--- config.mk ---
export PLATFORM = sky130hd
export DESIGN_NAME = tile_row_streamer_flat
export DESIGN_NICKNAME = d
export VERILOG_FILES = /design/src/rtl/tile_row_streamer_pkg.sv /design/src/rtl/tile_row_streamer_if.sv /design/src/rtl/tile_row_streamer.sv /design/src/flat_wrapper.sv
export SDC_FILE = /design/constraint.sdc
export NUM_CORES = 1
export LEC_CHECK = 0
export CAP_MARGIN = 20
export CELL_PAD_IN_SITES_DETAIL_PLACEMENT = 2
export CELL_PAD_IN_SITES_GLOBAL_PLACEMENT = 2
export CORE_ASPECT_RATIO = 1.1
export CORE_MARGIN = 2
export CORE_UTILIZATION = 24
export CTS_BUF_LIST = sky130_fd_sc_hd__clkbuf_16
export CTS_CLUSTER_SIZE = 30
export DETAILED_ROUTE_END_ITERATION = 10
export PLACE_DENSITY_LB_ADDON = 0.12
export SYNTH_ARGS = -nofsm -noshare
export SYNTH_HDL_FRONTEND = slang
export SYNTH_SLANG_ARGS = --single-unit
--- constraint.sdc ---
create_clock -name CLK -period 1.9 [get_ports CLK]
set_clock_uncertainty 0.05 [all_clocks]
set_input_delay 0.285 -clock CLK [delete_from_list [all_inputs] [get_ports CLK]]
set_output_delay 0.285 -clock CLK [all_outputs]
set_load 0.03 [all_outputs]
--- src/rtl/tile_row_streamer_pkg.sv ---
`default_nettype none
// ============================================================================
// Module   : tile_row_streamer_pkg
// Purpose  : Shared state encoding and default sizing for tile_row_streamer.
// Revision : 1.0 - initial release
// ============================================================================
package tile_row_streamer_pkg;

    typedef enum logic [2:0] {
        IDLE    = 3'd0,
        FETCH   = 3'd1,
        WAIT_RD = 3'd2,
        SEND    = 3'd3,
        DONE    = 3'd4
    } state_e;

    localparam int TILE_ROWS  = 4;
    localparam int ROW_DATA_W = 64;

endpackage
`default_nettype wire

--- src/rtl/tile_row_streamer_if.sv ---
`default_nettype none
// ============================================================================
// Module   : tile_row_streamer_if
// Purpose  : Request, scratchpad-read and row-stream signals of the streamer.
// Revision : 1.0 - initial release
// ============================================================================
interface tile_row_streamer_if
    import tile_row_streamer_pkg::*;
#(
    parameter int DATA_W = ROW_DATA_W,
    parameter int ADDR_W = 8
) ();

    logic              req_valid;
    logic              req_ready;
    logic [ADDR_W-1:0] req_base_addr;
    logic              rd_en;
    logic [ADDR_W-1:0] rd_addr;
    logic [DATA_W-1:0] rd_data;
    logic              out_valid;
    logic              out_ready;
    logic [DATA_W-1:0] out_data;
    logic              out_last;
    logic [7:0]        out_row_idx;
    logic              busy;
    logic              done;

    // The streamer is the responder; the control FSM / scratchpad / array side is master.
    modport slave (
        input  req_valid, req_base_addr, rd_data, out_ready,
        output req_ready, rd_en, rd_addr, out_valid, out_data, out_last,
               out_row_idx, busy, done
    );

    modport master (
        output req_valid, req_base_addr, rd_data, out_ready,
        input  req_ready, rd_en, rd_addr, out_valid, out_data, out_last,
               out_row_idx, busy, done
    );

endinterface
`default_nettype wire

--- src/rtl/tile_row_streamer.sv ---
`default_nettype none
// ============================================================================
// Module   : tile_row_streamer
// Purpose  : Reads ROWS scratchpad rows per tile request and streams them out.
//            Optional stall counter: TILE_STREAM_STALL_CNT_EN.
// Revision : 1.0 - initial release
// ============================================================================
module tile_row_streamer
    import tile_row_streamer_pkg::*;
#(
    parameter int DATA_W = ROW_DATA_W,
    parameter int ROWS   = TILE_ROWS,
    parameter int ADDR_W = 8
) (
    input  wire logic          CLK,
    input  wire logic          nRST,
`ifdef TILE_STREAM_STALL_CNT_EN
    output logic [15:0]        stall_cnt,
`endif
    tile_row_streamer_if.slave bus
);

    localparam logic [7:0] LAST_ROW = 8'(ROWS - 1);

    state_e            state_q, state_d;
    logic [ADDR_W-1:0] base_q, base_d;
    logic [7:0]        row_cnt_q, row_cnt_d;
    logic [DATA_W-1:0] out_data_q, out_data_d;
    logic              out_last_q, out_last_d;
    logic [7:0]        out_idx_q, out_idx_d;
    logic              accept;
    logic              beat_fire;

    assign accept    = (state_q == IDLE) && bus.req_valid;
    assign beat_fire = (state_q == SEND) && bus.out_ready;

    always_ff @(posedge CLK or negedge nRST) begin
        if (!nRST) state_q <= IDLE;
        else       state_q <= state_d;
    end

    always_comb begin
        state_d       = state_q;
        bus.req_ready = 1'b0;
        bus.rd_en     = 1'b0;
        bus.rd_addr   = '0;
        bus.out_valid = 1'b0;
        bus.busy      = (state_q != IDLE);
        bus.done      = 1'b0;
        unique case (state_q)
            IDLE: begin
                bus.req_ready = 1'b1;
                if (accept) state_d = FETCH;
            end
            FETCH: begin
                bus.rd_en   = 1'b1;
                // Natural ADDR_W truncation gives the modulo-2^ADDR_W wrap.
                bus.rd_addr = base_q + ADDR_W'(row_cnt_q);
                state_d     = WAIT_RD;
            end
            WAIT_RD: state_d = SEND;
            SEND: begin
                bus.out_valid = 1'b1;
                if (beat_fire) state_d = out_last_q ? DONE : FETCH;
            end
            DONE: begin
                bus.done = 1'b1;
                state_d  = IDLE;
            end
            default: state_d = IDLE;
        endcase
    end

    always_comb begin
        base_d     = base_q;
        row_cnt_d  = row_cnt_q;
        out_data_d = out_data_q;
        out_last_d = out_last_q;
        out_idx_d  = out_idx_q;
        if (accept) begin
            base_d    = bus.req_base_addr;
            row_cnt_d = '0;
        end
        if (state_q == WAIT_RD) begin
            out_data_d = bus.rd_data;
            out_idx_d  = row_cnt_q;
            out_last_d = (row_cnt_q == LAST_ROW);
        end
        if (beat_fire && !out_last_q) row_cnt_d = row_cnt_q + 8'd1;
    end

    always_ff @(posedge CLK or negedge nRST) begin
        if (!nRST) begin
            base_q     <= '0;
            row_cnt_q  <= '0;
            out_data_q <= '0;
            out_last_q <= 1'b0;
            out_idx_q  <= '0;
        end else begin
            base_q     <= base_d;
            row_cnt_q  <= row_cnt_d;
            out_data_q <= out_data_d;
            out_last_q <= out_last_d;
            out_idx_q  <= out_idx_d;
        end
    end

    assign bus.out_data    = out_data_q;
    assign bus.out_last    = out_last_q;
    assign bus.out_row_idx = out_idx_q;

`ifdef TILE_STREAM_STALL_CNT_EN
    logic [15:0] stall_cnt_q, stall_cnt_d;

    always_comb begin
        stall_cnt_d = stall_cnt_q;
        if (accept)
            stall_cnt_d = '0;
        else if ((state_q == SEND) && !bus.out_ready && (stall_cnt_q != 16'hFFFF))
            stall_cnt_d = stall_cnt_q + 16'd1;
    end

    always_ff @(posedge CLK or negedge nRST) begin
        if (!nRST) stall_cnt_q <= '0;
        else       stall_cnt_q <= stall_cnt_d;
    end

    assign stall_cnt = stall_cnt_q;
`endif

endmodule
`default_nettype wire

--- src/flat_wrapper.sv ---
// flat-port wrapper written by rule: the top's interface ports become plain ports
module tile_row_streamer_flat import tile_row_streamer_pkg::*;
#(
    parameter int DATA_W = ROW_DATA_W,
    parameter int ROWS   = TILE_ROWS,
    parameter int ADDR_W = 8
)
  (CLK, nRST, bus_req_valid, bus_req_base_addr, bus_rd_data, bus_out_ready, bus_req_ready, bus_rd_en, bus_rd_addr, bus_out_valid, bus_out_data, bus_out_last, bus_out_row_idx, bus_busy, bus_done);
  tile_row_streamer_if #(.DATA_W(DATA_W), .ADDR_W(ADDR_W)) bus_i ();
  input  wire logic CLK;
  input  wire logic nRST;
  input wire logic [$bits(bus_i.req_valid)-1:0] bus_req_valid;
  input wire logic [$bits(bus_i.req_base_addr)-1:0] bus_req_base_addr;
  input wire logic [$bits(bus_i.rd_data)-1:0] bus_rd_data;
  input wire logic [$bits(bus_i.out_ready)-1:0] bus_out_ready;
  output wire logic [$bits(bus_i.req_ready)-1:0] bus_req_ready;
  output wire logic [$bits(bus_i.rd_en)-1:0] bus_rd_en;
  output wire logic [$bits(bus_i.rd_addr)-1:0] bus_rd_addr;
  output wire logic [$bits(bus_i.out_valid)-1:0] bus_out_valid;
  output wire logic [$bits(bus_i.out_data)-1:0] bus_out_data;
  output wire logic [$bits(bus_i.out_last)-1:0] bus_out_last;
  output wire logic [$bits(bus_i.out_row_idx)-1:0] bus_out_row_idx;
  output wire logic [$bits(bus_i.busy)-1:0] bus_busy;
  output wire logic [$bits(bus_i.done)-1:0] bus_done;
  assign bus_i.req_valid = bus_req_valid;
  assign bus_i.req_base_addr = bus_req_base_addr;
  assign bus_i.rd_data = bus_rd_data;
  assign bus_i.out_ready = bus_out_ready;
  assign bus_req_ready = bus_i.req_ready;
  assign bus_rd_en = bus_i.rd_en;
  assign bus_rd_addr = bus_i.rd_addr;
  assign bus_out_valid = bus_i.out_valid;
  assign bus_out_data = bus_i.out_data;
  assign bus_out_last = bus_i.out_last;
  assign bus_out_row_idx = bus_i.out_row_idx;
  assign bus_busy = bus_i.busy;
  assign bus_done = bus_i.done;
  tile_row_streamer #(.DATA_W(DATA_W), .ROWS(ROWS), .ADDR_W(ADDR_W)) u_core (.CLK(CLK), .nRST(nRST), .bus(bus_i));
endmodule
Word level (Yosys, flattened, before mapping)
Cells that the tools add are included.
Storage, ports and cells
  register bits: 92
  input port bits: 76
  output and inout port bits: 86
Cells by class
  add/sub/neg operators: 2
  equality and inequality tests: 7
  multiplexer cells: 11
  reduce and logical (&&, ||, !) cells: 8
Operator list (number)
  2-to-1 mux 8 bit: 3
  case mux 3 bit (4 select lines): 1
  2-to-1 mux 3 bit: 3
  adder 8 x 1 -> 8 bit (second input constant): 1
  adder 8 bit: 1
  equality test 8 x 2 -> 1 bit (second input constant): 1
  equality test 3 x 2 -> 1 bit (second input constant): 2
  2-to-1 mux 1 bit: 4
  inequality test 2 x 1 -> 1 bit (second input constant): 2
  equality test 3 x 1 -> 1 bit (second input constant): 1
  equality test 3 bit (second input constant): 1
  logical AND 1 bit: 3
  logical NOT 3 bit: 1
  nonzero test 3 bit: 1
  AND reduction 2 bit: 1
  nonzero test 2 bit: 1
  logical NOT 1 bit: 1

Depth between registers and ports, before layout
  word-level depth: 4
  gate-level depth with buffers: 7
  depth with buffers taken out: 6

Least setup slack after synthesis
No wires, ideal clock.
  path type: register to output
  start: register u_core.row_cnt_q[4]
  end: output port bus_rd_addr[7]
  arrival time: 2.089 ns
  data required time: 1.565 ns
  setup slack: -0.524 ns
  cell stages (with the launch flop): 6
  path buffers: 0
  cells stage by stage: dfrtp_1 > ha_1 > a21o_1 > a31o_2 > or3_1 > a21oi_1
On the way
  word-level cells in the longest chain between the ends: 2
RTL lines
  from (decl): line tile_row_streamer.sv:27  | logic [7:0] row_cnt_q, row_cnt_d;
  from (signal assigned): line tile_row_streamer.sv:101  | row_cnt_q <= row_cnt_d;
  adder 8 bit: line tile_row_streamer.sv:58  | bus.rd_addr = base_q + ADDR_W'(row_cnt_q);
  2-to-1 mux 8 bit: line tile_row_streamer.sv:50  | unique case (state_q)
  to (decl): line flat_wrapper.sv:18  | output wire logic [$bits(bus_i.rd_addr)-1:0] bus_rd_addr;
Every way passes these cells.

Worst setup path in the final report
  start: register u_core.base_q[1]
  end: output port bus_rd_addr[5]
On the way
  word-level cells in the longest chain between the ends: 2
RTL lines
  from (decl): line tile_row_streamer.sv:26  | logic [ADDR_W-1:0] base_q, base_d;
  from (signal assigned): line tile_row_streamer.sv:100  | base_q <= base_d;
  adder 8 bit: line tile_row_streamer.sv:58
  2-to-1 mux 8 bit: line tile_row_streamer.sv:50
Every way passes these cells.

==> results.md <==
- Area growth, synth to finish: 68.87%
- FILL cells: roughly 1700
- Synth Area in Adders: around 3.1%
- EDFF count, synth: 0
- Rel. slew slack: 60.77%
- Mux cell area share after synthesis: 21.47%
- Worst-path cell chain: ha_4 > a211oi_4 > buf_4 > nor2_1 > or3_4 > nand3_4 > buf_6
- Slew Viols, Final: 0
- Synth top cells by count: 92 x dfrtp_1, 73 x mux2_2, 32 x nand2_1
- # diodes: 0
- Buf/Inv on CP: 2
- MaxCap Viol Count: 0
- Initial Util: roughly a quarter
- GRT Util Overall: between 15 and 20%
- Post-synthesis cell type count: 39
- Largest family of logic cells by synthesized area: multiplexers
- DR WL/cell: approximately 18 um
- Dpl ws: -0.2293 ns
- 1st-iter DRT viols: 31
- Area leader, netlist: dfrtp_1
- Initial antenna violation count: 0
- Chip Height: 138.1 um
- Clock transition at the registers of the reported paths: approximately 0.070 ns
- Top cells by area, synth: dfrtp_1 59%, mux2_2 21%, nand2_1 3.1%
- PortBufs: 161
- Synth warnings: 0
- CTS H-tree depth: 3
- Endpoints failing setup: 9
- Hold Crit Class: primary input to flip-flop
- Post-Syn Area: around 0.0039 mm2
- PnR Total Power: approximately 12 mW
- Avg Vias per Cell: between 4 and 5
- Site row count: 49
- Compound-Gate Fraction of Synth Area: 5.231%
- Top-area cell type share of the netlist area: about three fifths
- Antenna Nets Post-Route: 0
- Largest net degree at the start of global routing: 55
- Setup ws final: -0.5106 ns
- Cell with the most instances after synthesis: dfrtp_1
- Synthesized instance count: between 200 and 300
- Crit share post-route: 126.9%
- Crit path capture type: output pin
- Die width: approximately 130 um
- Final wirelength: approximately 13 mm
- Data arrival, critical path: between 2 and 2.5 ns
- Maximum clock rate: 414.8 MHz
- Core area: 0.01619 mm2
- Post-DP HPWL: just over 9 mm
- CP Max Fanout: 2
- Die area: 0.01738 mm2
- CP max-delay cell: dfrtp_1
- Synth Area in XOR/XNOR: less than 1%
- Gpl congestion: 0.7116
- Vias: ~3200
- Fin crit period: roughly 2.4 ns
- Req. time, crit path: around 1.6 ns
- First-pass GRT wire length: between 20 and 25 mm
- Synth Area in Simple Gates: 8.612%
- Crit path largest cell delay: approximately 0.42 ns
- Leak Pwr: roughly 2.8 nW
- 1st-pass router iterations: 2
- Syn avg cell area: between 10 and 15 um2
- RSZ-0062 raised after global routing: yes
- Critical Path Source Type: flip-flop
- CP top delay family: simple AND/OR/NAND/NOR gates
- Final nets: ~600
- FF+latch count, synth: around 90
- Crit Path Class: flip-flop to output pin
- Failing checks: negative setup slack
- Layout cell share with drive strength beyond 1: approximately 34%
- Maximum VDD drop: between 0.7 and 0.8 mV
- Fin. Hold Viols: 0
- Num ports: around 160
- Clock Tree Root: clkbuf_16
- Clock Path Buffers: 2
- Post-route DRC: 0
- Status: finished with violations
- Synth Flop Type: dfrtp_1
- Clk_lat worst skew: 0.35 ns
- GR Overflow Total: 0
- Worst-Margin Slew: roughly 0.59 ns
- Ys async rst share: 100.0%
- Num CTS Buffers: 9
- TritonCTS clock tree: yes
- Final Util: about two fifths
- Synth Net Count: between 300 and 400
- Fraction of the yosys area taken by sequential cells: between 50% and 60%
- Vias in the first global route: around 3700
- Power density over cell area: roughly 1800 mW/mm2
- Clk sinks: just over 90
[stage by stage]
step	setup TNS, ns	instance area (um2)	hold WS, ns	std cells
after floorplan	-0.5189	4041	-0.06059	299
after global placement	-0.5724	6152	0.2732	687
after detailed placement	-0.7335	6152	0.2800	687
after CTS	-3.061	6564	0.4105	709
after global routing	-3.472	6624	0.4427	710
final	-2.714	6624	0.4216	710
[report_power, final]
part	internal (mW)	leakage (nW)	total (mW)	switching, mW
Sequential	2.87	1.12	3.37	0.508
Clock	1.02	0.145	1.81	0.791
Combinational	3.41	1.57	7.06	3.64
Total	7.30	2.83	12.2	4.94
[state kept, by name (all words and copies together) (netlist names)]
register	count
u_core.row_cnt_q	8
u_core.base_q	8
u_core.bus.out_last	1
u_core.state_q	3
u_core.bus.out_data	64
u_core.bus.out_row_idx	8
[kinds of logic (layout without fill, tap and decap cells)]
group | Yosys count | after routing
adders and majority gates | 9 | 9
and+or+nand+nor | 71 | 71
DFF | 92 | 92
muxes | 75 | 75
xor gates and xnor gates | 3 | 3
buffers and inverters | 18 | 225
AOI/OAI and AO/OA | 31 | 31
[cell usage in the layout (no fill, tap or decap), drive strengths merged, types with 2 or more instances in the layout]
| cell type | Yosys | layout |
|---|---|---|
| nor2 | 10 | 10 |
| and3 | 3 | 3 |
| and2 | 3 | 3 |
| dfrtp | 92 | 92 |
| nand2 | 32 | 32 |
| nand3 | 5 | 5 |
| a211oi | 2 | 2 |
| nand4 | 3 | 3 |
| clkdlybuf4s50 | 0 | 147 |
| a21oi | 5 | 5 |
| ha | 8 | 8 |
| clkbuf | 3 | 9 |
| a31oi | 2 | 2 |
| or3 | 4 | 4 |
| a2bb2oi | 2 | 2 |
| mux2 | 73 | 73 |
| nor3b | 2 | 2 |
| nor3 | 4 | 4 |
| xnor2 | 2 | 2 |
| a21o | 5 | 5 |
| mux2i | 2 | 2 |
| o21ai | 9 | 9 |
| clkinv | 0 | 3 |
| buf | 10 | 55 |
| inv | 5 | 7 |
[worst register-to-register path, cell delays in order, from the launching register on]
cell,delay (ns)
dfrtp_1,0.38
buf_4,0.16
or3_4,0.40
inv_4,0.08
buf_4,0.11
a2bb2oi_1,0.06
buf_4,0.16
o21ai_0,0.15
o21ai_0,0.11
[what timing repair did]
action	in CTS	in global routing
hold buffers	1	0
setup endpoints to repair	12	13
gates resized for setup	27	14
hold endpoints to repair	38	0
pin swaps	9	14
setup buffers	5	1
[final cells by class]
type / instances / area (um2) / area share (%)
multi-input combinational: 189 / 1718 / 25.94
timing repair buffer: 204 / 2026 / 30.58
clock buffer: 9 / 225.2 / 3.400
tap: 204 / 255.2 / 3.853
sequential: 92 / 2303 / 34.78
inverter: 5 / 28.78 / 0.4345
clock inverter: 7 / 67.56 / 1.020
[per-layer routing]
metal  GRT usage, %  share of wire (%)  up-vias
met1          16.88                 37     1591
met4          4.685                1.5        0
li1               -                  -     1459
met5              0                  0        -
met2          24.87                 50      100
met3          8.320                 11       14
[worst paths after layout]
path / start / to / slack [ns] / cells after the start
max in group asynchronous: nRST / u_core.base_q[2]$_DFFE_PN0P_ / 0.78 / 3
setup reg to reg: u_core.state_q[2]$_DFFE_PN0P_ / u_core.row_cnt_q[6]$_DFFE_PN0P_ / 0.11 / 8
min in group asynchronous: nRST / u_core.bus.out_data[55]$_DFFE_PN0P_ / 0.43 / 2
setup / recovery: u_core.base_q[1]$_DFFE_PN0P_ / bus_rd_addr[5] / -0.51 / 7
hold reg to reg: u_core.base_q[3]$_DFFE_PN0P_ / u_core.base_q[3]$_DFFE_PN0P_ / 0.43 / 2
hold / removal: bus_req_base_addr[7] / u_core.base_q[7]$_DFFE_PN0P_ / 0.42 / 3
Note: power is estimated with default switching activity, not from simulation.
